--- config.mk ---
export PLATFORM = sky130hd
export DESIGN_NAME = rx_slot_manager_flat
export DESIGN_NICKNAME = d
export VERILOG_FILES = /design/src/rtl/rx_slot_manager_if.sv /design/src/rtl/rx_slot_manager.sv /design/src/flat_wrapper.sv
export SDC_FILE = /design/constraint.sdc
export NUM_CORES = 1
export LEC_CHECK = 0
export ABC_CLOCK_PERIOD_IN_PS = 4100
export BUFFER_PORTS_ARGS = -buffer_cell sky130_fd_sc_hd__buf_2
export CORE_ASPECT_RATIO = 0.75
export CORE_MARGIN = 1
export CORE_UTILIZATION = 29
export DETAILED_ROUTE_END_ITERATION = 8
export PLACE_DENSITY = 0.45
export SLEW_MARGIN = 20
export SYNTH_ARGS = -nofsm -noshare
export SYNTH_HDL_FRONTEND = slang
export SYNTH_SLANG_ARGS = --single-unit
--- constraint.sdc ---
create_clock -name wb_clk_i -period 4.1 [get_ports wb_clk_i]
set_input_delay 0.82 -clock wb_clk_i [delete_from_list [all_inputs] [get_ports wb_clk_i]]
set_output_delay 0.82 -clock wb_clk_i [all_outputs]
set_load 0.02 [all_outputs]
--- src/rtl/rx_slot_manager_if.sv ---
// ---------------------------------------------------------------------------
// rx_slot_manager_if
// Purpose : bundles the RX MAC handshakes, the CPU head/pop handshake and the
//           status outputs of rx_slot_manager into one interface.
// Modports: slave  - the slot manager (consumes requests, drives status)
//           master - the environment (RX MAC / CPU side)
// Signals : alloc_req/alloc_gnt/alloc_nack/alloc_slot  slot allocation
//           done_valid/done_slot/done_len/done_err     frame completion
//           head_valid/head_slot/head_len/pop          ready queue head
//           rd_csb, rx_irq, drop_cnt, err_cnt          read selects / status
// ---------------------------------------------------------------------------
interface rx_slot_manager_if #(
    parameter int LEN_W = 11
);
    logic             alloc_req;
    logic             alloc_gnt;
    logic             alloc_nack;
    logic [1:0]       alloc_slot;
    logic             done_valid;
    logic [1:0]       done_slot;
    logic [LEN_W-1:0] done_len;
    logic             done_err;
    logic             head_valid;
    logic [1:0]       head_slot;
    logic [LEN_W-1:0] head_len;
    logic             pop;
    logic [3:0]       rd_csb;
    logic             rx_irq;
    logic [15:0]      drop_cnt;
    logic [15:0]      err_cnt;

    modport slave (
        input  alloc_req, done_valid, done_slot, done_len, done_err, pop,
        output alloc_gnt, alloc_nack, alloc_slot, head_valid, head_slot,
               head_len, rd_csb, rx_irq, drop_cnt, err_cnt
    );

    modport master (
        output alloc_req, done_valid, done_slot, done_len, done_err, pop,
        input  alloc_gnt, alloc_nack, alloc_slot, head_valid, head_slot,
               head_len, rd_csb, rx_irq, drop_cnt, err_cnt
    );
endinterface

--- src/rtl/rx_slot_manager.sv ---
// ---------------------------------------------------------------------------
// rx_slot_manager
// Purpose : schedules the four RX SRAM banks as frame slots. Grants a FREE
//           slot to the RX MAC round-robin, queues completed good frames in
//           arrival order for the CPU, and frees a slot when the CPU pops it.
// Ports   : wb_clk_i - block clock
//           rst_n    - asynchronous active-low reset
//           bus      - rx_slot_manager_if.slave (allocation, completion,
//                      ready-queue head/pop, rd_csb, rx_irq, counters)
// Config  : RX_SLOT_STATS_EN - when defined, drop_cnt/err_cnt are saturating
//           16-bit counters; when undefined they are tied to zero.
// ---------------------------------------------------------------------------
module rx_slot_manager #(
    parameter int NSLOT = 4,
    parameter int LEN_W = 11
) (
    input  logic               wb_clk_i,
    input  logic               rst_n,
    rx_slot_manager_if.slave   bus
);
    typedef enum logic [1:0] {
        S_FREE    = 2'd0,
        S_FILLING = 2'd1,
        S_READY   = 2'd2
    } slot_state_e;

    slot_state_e      state_q [NSLOT];
    slot_state_e      state_d [NSLOT];
    logic [LEN_W-1:0] len_q   [NSLOT];
    logic [LEN_W-1:0] len_d   [NSLOT];
    logic [1:0]       fifo_q  [NSLOT];
    logic [1:0]       fifo_d  [NSLOT];
    logic [1:0]       rd_ptr_q, rd_ptr_d;
    logic [1:0]       wr_ptr_q, wr_ptr_d;
    logic [2:0]       cnt_q, cnt_d;
    logic [1:0]       rr_q, rr_d;
    logic             alloc_gnt_q, alloc_gnt_d;
    logic             alloc_nack_q, alloc_nack_d;
    logic [1:0]       alloc_slot_q, alloc_slot_d;

    logic             found;
    logic [1:0]       sel;
    logic [1:0]       idx;
    logic             push;
    logic             pop_do;
    logic             head_valid;
    logic [1:0]       head_slot;

    assign head_valid = (cnt_q != 3'd0);
    assign head_slot  = fifo_q[rd_ptr_q];

    always_comb begin
        for (int i = 0; i < NSLOT; i++) begin
            state_d[i] = state_q[i];
            len_d[i]   = len_q[i];
            fifo_d[i]  = fifo_q[i];
        end
        rd_ptr_d     = rd_ptr_q;
        wr_ptr_d     = wr_ptr_q;
        rr_d         = rr_q;
        alloc_gnt_d  = 1'b0;
        alloc_nack_d = 1'b0;
        alloc_slot_d = alloc_slot_q;
        found        = 1'b0;
        sel          = 2'd0;
        idx          = 2'd0;
        push         = 1'b0;
        pop_do       = 1'b0;

        // Search uses pre-edge state only, so a slot freed this cycle by a
        // pop or an errored completion is not grantable until next cycle.
        for (int i = 0; i < NSLOT; i++) begin
            idx = rr_q + 2'(i);
            if (!found && state_q[idx] == S_FREE) begin
                found = 1'b1;
                sel   = idx;
            end
        end

        if (bus.alloc_req) begin
            if (found) begin
                alloc_gnt_d    = 1'b1;
                alloc_slot_d   = sel;
                state_d[sel]   = S_FILLING;
                rr_d           = sel + 2'd1;
            end else begin
                alloc_nack_d   = 1'b1;
            end
        end

        // Granted slot was FREE and the completed slot is FILLING, so the
        // two updates never touch the same entry.
        if (bus.done_valid && state_q[bus.done_slot] == S_FILLING) begin
            if (!bus.done_err && bus.done_len != '0) begin
                state_d[bus.done_slot] = S_READY;
                len_d[bus.done_slot]   = bus.done_len;
                fifo_d[wr_ptr_q]       = bus.done_slot;
                wr_ptr_d               = wr_ptr_q + 2'd1;
                push                   = 1'b1;
            end else begin
                state_d[bus.done_slot] = S_FREE;
            end
        end

        // Pop decision uses pre-edge cnt: a push into an empty queue in the
        // same cycle cannot be popped immediately.
        if (bus.pop && head_valid) begin
            state_d[head_slot] = S_FREE;
            rd_ptr_d           = rd_ptr_q + 2'd1;
            pop_do             = 1'b1;
        end

        cnt_d = cnt_q + {2'b00, push} - {2'b00, pop_do};
    end

    always_ff @(posedge wb_clk_i or negedge rst_n) begin
        if (!rst_n) begin
            for (int i = 0; i < NSLOT; i++) begin
                state_q[i] <= S_FREE;
                len_q[i]   <= '0;
                fifo_q[i]  <= 2'd0;
            end
            rd_ptr_q     <= 2'd0;
            wr_ptr_q     <= 2'd0;
            cnt_q        <= 3'd0;
            rr_q         <= 2'd0;
            alloc_gnt_q  <= 1'b0;
            alloc_nack_q <= 1'b0;
            alloc_slot_q <= 2'd0;
        end else begin
            for (int i = 0; i < NSLOT; i++) begin
                state_q[i] <= state_d[i];
                len_q[i]   <= len_d[i];
                fifo_q[i]  <= fifo_d[i];
            end
            rd_ptr_q     <= rd_ptr_d;
            wr_ptr_q     <= wr_ptr_d;
            cnt_q        <= cnt_d;
            rr_q         <= rr_d;
            alloc_gnt_q  <= alloc_gnt_d;
            alloc_nack_q <= alloc_nack_d;
            alloc_slot_q <= alloc_slot_d;
        end
    end

    assign bus.alloc_gnt  = alloc_gnt_q;
    assign bus.alloc_nack = alloc_nack_q;
    assign bus.alloc_slot = alloc_slot_q;
    assign bus.head_valid = head_valid;
    assign bus.head_slot  = head_slot;
    assign bus.head_len   = len_q[head_slot];
    assign bus.rd_csb     = head_valid ? ~(4'b0001 << head_slot) : 4'hF;
    assign bus.rx_irq     = head_valid;

`ifdef RX_SLOT_STATS_EN
    function automatic logic [15:0] sat_inc(input logic [15:0] v);
        return (v == 16'hFFFF) ? v : v + 16'd1;
    endfunction

    logic [15:0] drop_cnt_q, drop_cnt_d;
    logic [15:0] err_cnt_q, err_cnt_d;
    logic        err_ev;

    // Errored or empty completion of a FILLING slot
    assign err_ev = bus.done_valid && state_q[bus.done_slot] == S_FILLING &&
                    (bus.done_err || bus.done_len == '0);

    always_comb begin
        drop_cnt_d = alloc_nack_d ? sat_inc(drop_cnt_q) : drop_cnt_q;
        err_cnt_d  = err_ev ? sat_inc(err_cnt_q) : err_cnt_q;
    end

    always_ff @(posedge wb_clk_i or negedge rst_n) begin
        if (!rst_n) begin
            drop_cnt_q <= 16'd0;
            err_cnt_q  <= 16'd0;
        end else begin
            drop_cnt_q <= drop_cnt_d;
            err_cnt_q  <= err_cnt_d;
        end
    end

    assign bus.drop_cnt = drop_cnt_q;
    assign bus.err_cnt  = err_cnt_q;
`else
    assign bus.drop_cnt = 16'd0;
    assign bus.err_cnt  = 16'd0;
`endif
endmodule

--- src/flat_wrapper.sv ---
// flat-port wrapper written by rule: the top's interface ports become plain ports
module rx_slot_manager_flat 
#(
    parameter int NSLOT = 4,
    parameter int LEN_W = 11
)
  (wb_clk_i, rst_n, bus_alloc_req, bus_done_valid, bus_done_slot, bus_done_len, bus_done_err, bus_pop, bus_alloc_gnt, bus_alloc_nack, bus_alloc_slot, bus_head_valid, bus_head_slot, bus_head_len, bus_rd_csb, bus_rx_irq, bus_drop_cnt, bus_err_cnt);
  rx_slot_manager_if #(.LEN_W(LEN_W)) bus_i ();
  input  logic wb_clk_i;
  input  logic rst_n;
  input wire logic [$bits(bus_i.alloc_req)-1:0] bus_alloc_req;
  input wire logic [$bits(bus_i.done_valid)-1:0] bus_done_valid;
  input wire logic [$bits(bus_i.done_slot)-1:0] bus_done_slot;
  input wire logic [$bits(bus_i.done_len)-1:0] bus_done_len;
  input wire logic [$bits(bus_i.done_err)-1:0] bus_done_err;
  input wire logic [$bits(bus_i.pop)-1:0] bus_pop;
  output wire logic [$bits(bus_i.alloc_gnt)-1:0] bus_alloc_gnt;
  output wire logic [$bits(bus_i.alloc_nack)-1:0] bus_alloc_nack;
  output wire logic [$bits(bus_i.alloc_slot)-1:0] bus_alloc_slot;
  output wire logic [$bits(bus_i.head_valid)-1:0] bus_head_valid;
  output wire logic [$bits(bus_i.head_slot)-1:0] bus_head_slot;
  output wire logic [$bits(bus_i.head_len)-1:0] bus_head_len;
  output wire logic [$bits(bus_i.rd_csb)-1:0] bus_rd_csb;
  output wire logic [$bits(bus_i.rx_irq)-1:0] bus_rx_irq;
  output wire logic [$bits(bus_i.drop_cnt)-1:0] bus_drop_cnt;
  output wire logic [$bits(bus_i.err_cnt)-1:0] bus_err_cnt;
  assign bus_i.alloc_req = bus_alloc_req;
  assign bus_i.done_valid = bus_done_valid;
  assign bus_i.done_slot = bus_done_slot;
  assign bus_i.done_len = bus_done_len;
  assign bus_i.done_err = bus_done_err;
  assign bus_i.pop = bus_pop;
  assign bus_alloc_gnt = bus_i.alloc_gnt;
  assign bus_alloc_nack = bus_i.alloc_nack;
  assign bus_alloc_slot = bus_i.alloc_slot;
  assign bus_head_valid = bus_i.head_valid;
  assign bus_head_slot = bus_i.head_slot;
  assign bus_head_len = bus_i.head_len;
  assign bus_rd_csb = bus_i.rd_csb;
  assign bus_rx_irq = bus_i.rx_irq;
  assign bus_drop_cnt = bus_i.drop_cnt;
  assign bus_err_cnt = bus_i.err_cnt;
  rx_slot_manager #(.NSLOT(NSLOT), .LEN_W(LEN_W)) u_core (.wb_clk_i(wb_clk_i), .rst_n(rst_n), .bus(bus_i));
endmodule
==> run metrics, run 1 <==
status=finished, final reports clean; Tcrit/Tclk final=roughly three quarters; Final min period=about 3100 ps; Cell variety after synth=49; die area=0.01396 sq mm; TritonCTS Buffers=9; asr flop ratio synth=100.0%; Worst EP required=roughly 3300 ps; GR Util All Layers=about 12%; final setup fails=0; Root Driver=clkbuf_16; Area after DPL=about 0.0041 sq mm; via count=2439; Synth area leaders=dfrtp_1 47%, mux2_2 14%, mux4_2 7.5%; Max rail drop VDD=429.4 uV; WL/cell=~16 um; core outline area=approximately 0.013 sq mm; Die W=136.1 um; DRC=0; Slew Viols, Final=0; slowest cell on the critical path=mux4_2; clock transition at the registers of the reported paths=around 60 ps; largest fanout on the critical path=20; # port buffers=41; top cell type by total area after synthesis=dfrtp_1; CP dominant cell by count=mux4_2; Worst setup SP type=flip-flop; crit-path cells=mux4_2 > mux4_2 > buf_2; fin area=about 0.0045 sq mm; CP Capture Type=output pin; sequential area share after synthesis=46.71%; Starting Density=approximately 30%; Std-Cell Rows=36; Synth top area share=46.71%; YS warnings=0; HPWL after detailed placement=approximately 5.5 mm; die height=around 100 um; fillers=1300; initial drt markers=106; Routed Antenna Nets=0; Power Density=905.1 mW/mm^2; CTS tree=done; share of layout cells above drive strength 1=38.97%; critical path data arrival time=2330 ps; residual overflow from global routing=0; vias in the first global route=between 2k and 2.5k; Final Hold Slack=~470 ps; synthesis-to-finish area growth=13.98%; Util after Layout=between 30% and 40%; largest net degree at the start of global routing=74; path category of the worst min-delay check=flip-flop to flip-flop; post-DR vias/cell=about 4.7; setup bufs post-CTS=0; WS Path Type=flip-flop to output pin; TNS Setup=0 ps; Antenna Cells=0; static leakage=2.045 nW; hold buffer count at cts=0; Worst Skew=4.079 ps; nets@finish=approximately 370; synthesized area=0.003911 sq mm; Mapped Avg Cell Area=12.87 sq um; IO Pins=74; Hold Fails Final Rpt=0; initial antenna violation count=0; gpl congestion=0.7535; H-tree Lvls=3; Max Cap Viol=0; Crit path largest cell delay=820 ps; EDFF count, synth=0; flip-flop and latch count after synthesis=between 70 and 80; critical path buffer and inverter count=1; first-pass GRT wire length=around 13 mm; wirelength, routed=8.084 mm; FMAX=317.7 MHz; clock sink count=73; Crit path max-delay family=multiplexers; First-pass DRT Iterations=4; commonest non-fill, non-tap cell in the layout=dfrtp_1; RSZ-0062 raised after global routing=no; Synth Flop Type=dfrtp_1; Synth Instances=roughly 300; clock buffer depth=2; CTS resizes=0; clock insertion delay at the later pin of the skew report=340 ps; most frequent cells in the layout=73 x dfrtp_1, 47 x mux2_2, 41 x buf_2; Slew @ Worst Pin=958.4 ps; Rel. slew slack=36.11%
==> cell families (layout without fill, tap and decap cells) <==
logic type      after synthesis  after routing  share of synthesized area, %
compound gates               34             34                         6.206
simple gates                 54             54                         8.286
buf+inv                      57             71                         9.596
xor+xnor                      5              5                         1.120
other cells                   1             32                       0.09588
mux                          69             69                         24.28
fa+ha+maj                    11             11                         3.711
flops                        73             73                         46.71
==> worst register-to-register path, stage by stage, from the launching register on <==
cell     delay [ps]
dfrtp_1         420
or3_1           510
nand2_1         220
inv_2           120
ha_1            300
inv_1            50
ha_1            130
inv_1            40
fa_1            370
xnor2_1         180
xnor2_1         140
==> worst paths after layout <==
path                       slack (ps)                              endpoint                                  from  depth (start not counted)
max                               950                       bus_head_len[8]        u_core.rd_ptr_q[0]$_DFFE_PN0P_                          3
min                               470  u_core.bus.alloc_slot[1]$_DFFE_PN0P_  u_core.bus.alloc_slot[1]$_DFFE_PN0P_                          2
max reg2reg                      1550             u_core.cnt_q[2]$_DFF_PN0_             u_core.cnt_q[1]$_DFF_PN0_                         10
min reg2reg                       470  u_core.bus.alloc_slot[1]$_DFFE_PN0P_  u_core.bus.alloc_slot[1]$_DFFE_PN0P_                          2
max in group asynchronous        2760           u_core.state_q[2]$_DFF_PN0_                                 rst_n                          2
min in group asynchronous         680          u_core.len_q[24]$_DFFE_PN0P_                                 rst_n                          2
==> cell type report <==
| type | instances | area [sq um] | area share [%] |
|---|---|---|---|
| Multi-Input combinational cell | 205 | 1826 | 40.95 |
| Clock inverter | 5 | 77.57 | 1.740 |
| Clock buffer | 11 | 252.7 | 5.669 |
| Sequential cell | 73 | 1827 | 40.98 |
| Inverter | 13 | 48.80 | 1.095 |
| Timing Repair Buffer | 42 | 212.7 | 4.771 |
| Tap cell | 171 | 214.0 | 4.799 |
==> layer usage <==
layer	vias to the layer above	routed length (um)	track usage [%]
met5	-	0	0
met2	73	3450	18.20
met3	13	330	3.294
met1	1240	4174	17.17
met4	0	128	4.701
li1	1113	-	-
==> cell usage after synthesis, drive strengths merged (2+ instances only) <==
cell type  number
xnor2           4
nand2          11
a211oi          2
dfrtp          73
nor4            5
inv            12
o211ai          2
o311ai          2
nand3           2
o21bai          2
nor2b           3
nor2            8
or4             2
nand2b          2
a21oi          11
nand4           4
o21ai           8
nor3            5
nor3b           2
ha             10
mux4           13
or3             2
buf            43
and3            3
mux2           55
==> power breakdown <==
| group | internal (mW) | switching [mW] | leakage [nW] |
|---|---|---|---|
| combinational | 0.858 | 1.02 | 0.985 |
| sequential | 1.07 | 0.224 | 0.898 |
| clock | 0.564 | 0.302 | 0.162 |
==> flip-flops by register name, summed over array words and instances (netlist names) <==
signal,flops
u_core.len_q,44
u_core.fifo_q,8
u_core.state_q,8
u_core.cnt_q,3
u_core.bus.alloc_slot,2
u_core.rd_ptr_q,2
u_core.rr_q,2
u_core.wr_ptr_q,2
u_core.bus.alloc_gnt,1
u_core.bus.alloc_nack,1
==> stage by stage <==
step / total power, mW / std cells / setup slack, ps
3_5_place_dp: 3.190 / 504 / 1115
5_1_grt: 4.323 / 520 / 804.1
3_3_place_gp: 3.188 / 504 / 1164
4_1_cts: 4.088 / 520 / 889.9
2_1_floorplan: 2.736 / 335 / 1398
6_report: 4.035 / 520 / 952.7
No activity file was read; power rests on OpenSTA's default activity.
==> run 2, diff against run 1 <==
--- a/config.mk
+++ b/config.mk
@@ -5,13 +5,13 @@
 export SDC_FILE = /design/constraint.sdc
 export NUM_CORES = 1
 export LEC_CHECK = 0
-export ABC_CLOCK_PERIOD_IN_PS = 4100
+export ABC_CLOCK_PERIOD_IN_PS = 2700
 export BUFFER_PORTS_ARGS = -buffer_cell sky130_fd_sc_hd__buf_2
 export CORE_ASPECT_RATIO = 0.75
 export CORE_MARGIN = 1
 export CORE_UTILIZATION = 29
 export DETAILED_ROUTE_END_ITERATION = 8
-export PLACE_DENSITY = 0.45
+export PLACE_DENSITY = 0.47
 export SLEW_MARGIN = 20
 export SYNTH_ARGS = -nofsm -noshare
 export SYNTH_HDL_FRONTEND = slang
==> constraint.sdc (replaced) <==
create_clock -name wb_clk_i -period 2.7 [get_ports wb_clk_i]
set_input_delay 0.54 -clock wb_clk_i [delete_from_list [all_inputs] [get_ports wb_clk_i]]
set_output_delay 0.54 -clock wb_clk_i [all_outputs]
set_load 0.02 [all_outputs]
==> run 2 against run 1 <==
- register-to-register slack got worse by 1400 ps
- cell area rose by 1.4%
- total power rose by 49%
- wire length rose by 1.2%
==> run metrics, run 2 (synthesis gave the netlist of run 1 again) <==
Antenna Cells=0 (unchanged); Power Density=1327 mW/mm^2 (+47%); post-place setup slack=67.49 ps (-1048 ps); slowest cell on the critical path=mux4_2; clock insertion delay at the later pin of the skew report=330 ps (about the same); TritonCTS Buffers=9 (unchanged); GR Util All Layers=12.47% (+0.17 points); clock sink count=73 (unchanged); status=finished, final reports clean; Starting Density=29.94% (unchanged); nets@finish=386 (+3.2%); most frequent cells in the layout=72 x dfrtp_1, 47 x mux2_2, 41 x buf_2; Power, Total=5.995 mW (+49%); Top reg by flops=u_core.len_q; Util after Layout=34.60% (+0.47 points); CP dominant cell by count=mux4_2; Area after DPL=0.004248 sq mm (+2.9%); commonest non-fill, non-tap cell in the layout=dfrtp_1; CP Capture Type=output pin; Crit path max-delay family=multiplexers; HPWL after detailed placement=5.781 mm (+5.7%); Crit path largest cell delay=570 ps (-250 ps); clock transition at the registers of the reported paths=50 ps (about the same); fin area=0.004519 sq mm (+1.4%); via count=2437 (-0.082%); fin cells=529 (+1.7%); Largest regs=u_core.len_q (44), u_core.fifo_q (8), u_core.state_q (8); WL/cell=15.46 um (-0.55%); IO Pins=74 (unchanged); uppermost routed layer=met4; # port buffers=41 (unchanged); Rel. slew slack=61.43% (+25 points); initial antenna violation count=0 (unchanged); Tcrit/Tclk final=97.93%; gpl congestion=0.7995 (+6.1%); met3 WL=304 um (-7.9%); static leakage=2.083 nW (+1.9%); Largest register FFs=44 (unchanged); flop2flop setup slack=190 ps (-1360 ps); clock buffer depth=2 (unchanged); crit-path cells=mux4_2 > buf_8 > mux4_2 > buf_2; Final Hold Slack=196.3 ps (-275.3 ps); post-DR vias/cell=4.607 (-1.8%); critical path buffer and inverter count=2 (+1); wirelength, routed=8.179 mm (+1.2%); die height=102.6 um (unchanged); critical path data arrival time=2100 ps (-230 ps); Setup WS post-layout=55.86 ps (-896.8 ps); WL met1=4.035 mm (-3.3%); TNS Setup=0 ps (unchanged); Root Driver=clkbuf_16; vias in the first global route=2379 (+4.2%); DRC=0 (unchanged); Slew @ Worst Pin=573.2 ps (-385.2 ps); H-tree Lvls=3 (unchanged); largest fanout on the critical path=11 (-45%); WS Path Type=flip-flop to output pin; Slew Viols, Final=0 (unchanged); core outline area=0.01306 sq mm (unchanged); FMAX=378.2 MHz; final setup fails=0 (unchanged); residual overflow from global routing=0 (unchanged); synthesis-to-finish area growth=15.55%; Routed Antenna Nets=0 (unchanged); largest net degree at the start of global routing=52 (-30%); share of layout cells above drive strength 1=40.22% (+1.3 points); Die W=136.1 um (unchanged); path category of the worst min-delay check=primary input to asynchronous set/reset pin; Worst setup SP type=flip-flop; First-pass DRT Iterations=4 (unchanged); Worst EP required=2160 ps (-1120 ps); Std-Cell Rows=36 (unchanged); Max Cap Viol=0 (unchanged); initial drt markers=100 (-5.7%); Max rail drop VDD=593.3 uV (+38%); die area=0.01396 sq mm (unchanged); first-pass GRT wire length=12.94 mm (+2.9%); Hold Fails Final Rpt=0 (unchanged); RSZ-0062 raised after global routing=yes; Worst Skew=4.232 ps (+0.1537 ps); CTS tree=done; Final min period=2644 ps; Cells after DPL=515 (+2.2%); met2 WL=3.766 mm (+9.2%)
## run 2: cell count changes in the layout (fill, tap and decap cells not counted), moves of 2 or more
cell       previous run  this run
buf_4                 1         8
buf_12                0         3
bufinv_16             2         0
clkbuf_1              0         2
## run 2: final cells by class
type / count / area [sq um]
multi-input combinational: 205 / 1826
clock buffer: 12 / 246.5
tap: 171 / 214.0
timing repair buffer: 54 / 351.6
fill: 1312 / 8543
clock inverter: 1 / 5.005
inverter: 13 / 48.80
sequential: 73 / 1828
## run 2: what timing repair did
action,4_1_cts,5_1_grt
buffers inserted,0,1
endpoints found under the setup margin,11,11
hold buffers,0,0
resized for setup,1,3
## run 2: path summary, 6_finish.rpt
check                           cells after the start                                 start                                    to
worst max-delay path                                4        u_core.rd_ptr_q[0]$_DFFE_PN0P_                      bus_head_len[10]
worst min-delay path                                1                                 rst_n          u_core.len_q[25]$_DFFE_PN0P_
worst max register to register                     10             u_core.cnt_q[1]$_DFF_PN0_             u_core.cnt_q[2]$_DFF_PN0_
worst min register to register                      2  u_core.bus.alloc_slot[1]$_DFFE_PN0P_  u_core.bus.alloc_slot[1]$_DFFE_PN0P_
max in group asynchronous                           2                                 rst_n        u_core.rd_ptr_q[0]$_DFFE_PN0P_
min in group wb_clk_i                               2  u_core.bus.alloc_slot[1]$_DFFE_PN0P_  u_core.bus.alloc_slot[1]$_DFFE_PN0P_
## run 2: power by group
part           internal (mW)  switching [mW]  leakage, nW
logic                   1.40            1.59         1.06
clock network          0.630           0.422        0.124
registers               1.63           0.322        0.897
total                   3.66            2.34         2.08
## run 2: layer usage
metal / track usage, % / vias to the layer above
li1: - / 1140
met1: 17.61 / 1230
met2: 18.74 / 61
met3: 3.196 / 6
met4: 3.846 / 0
met5: 0 / -
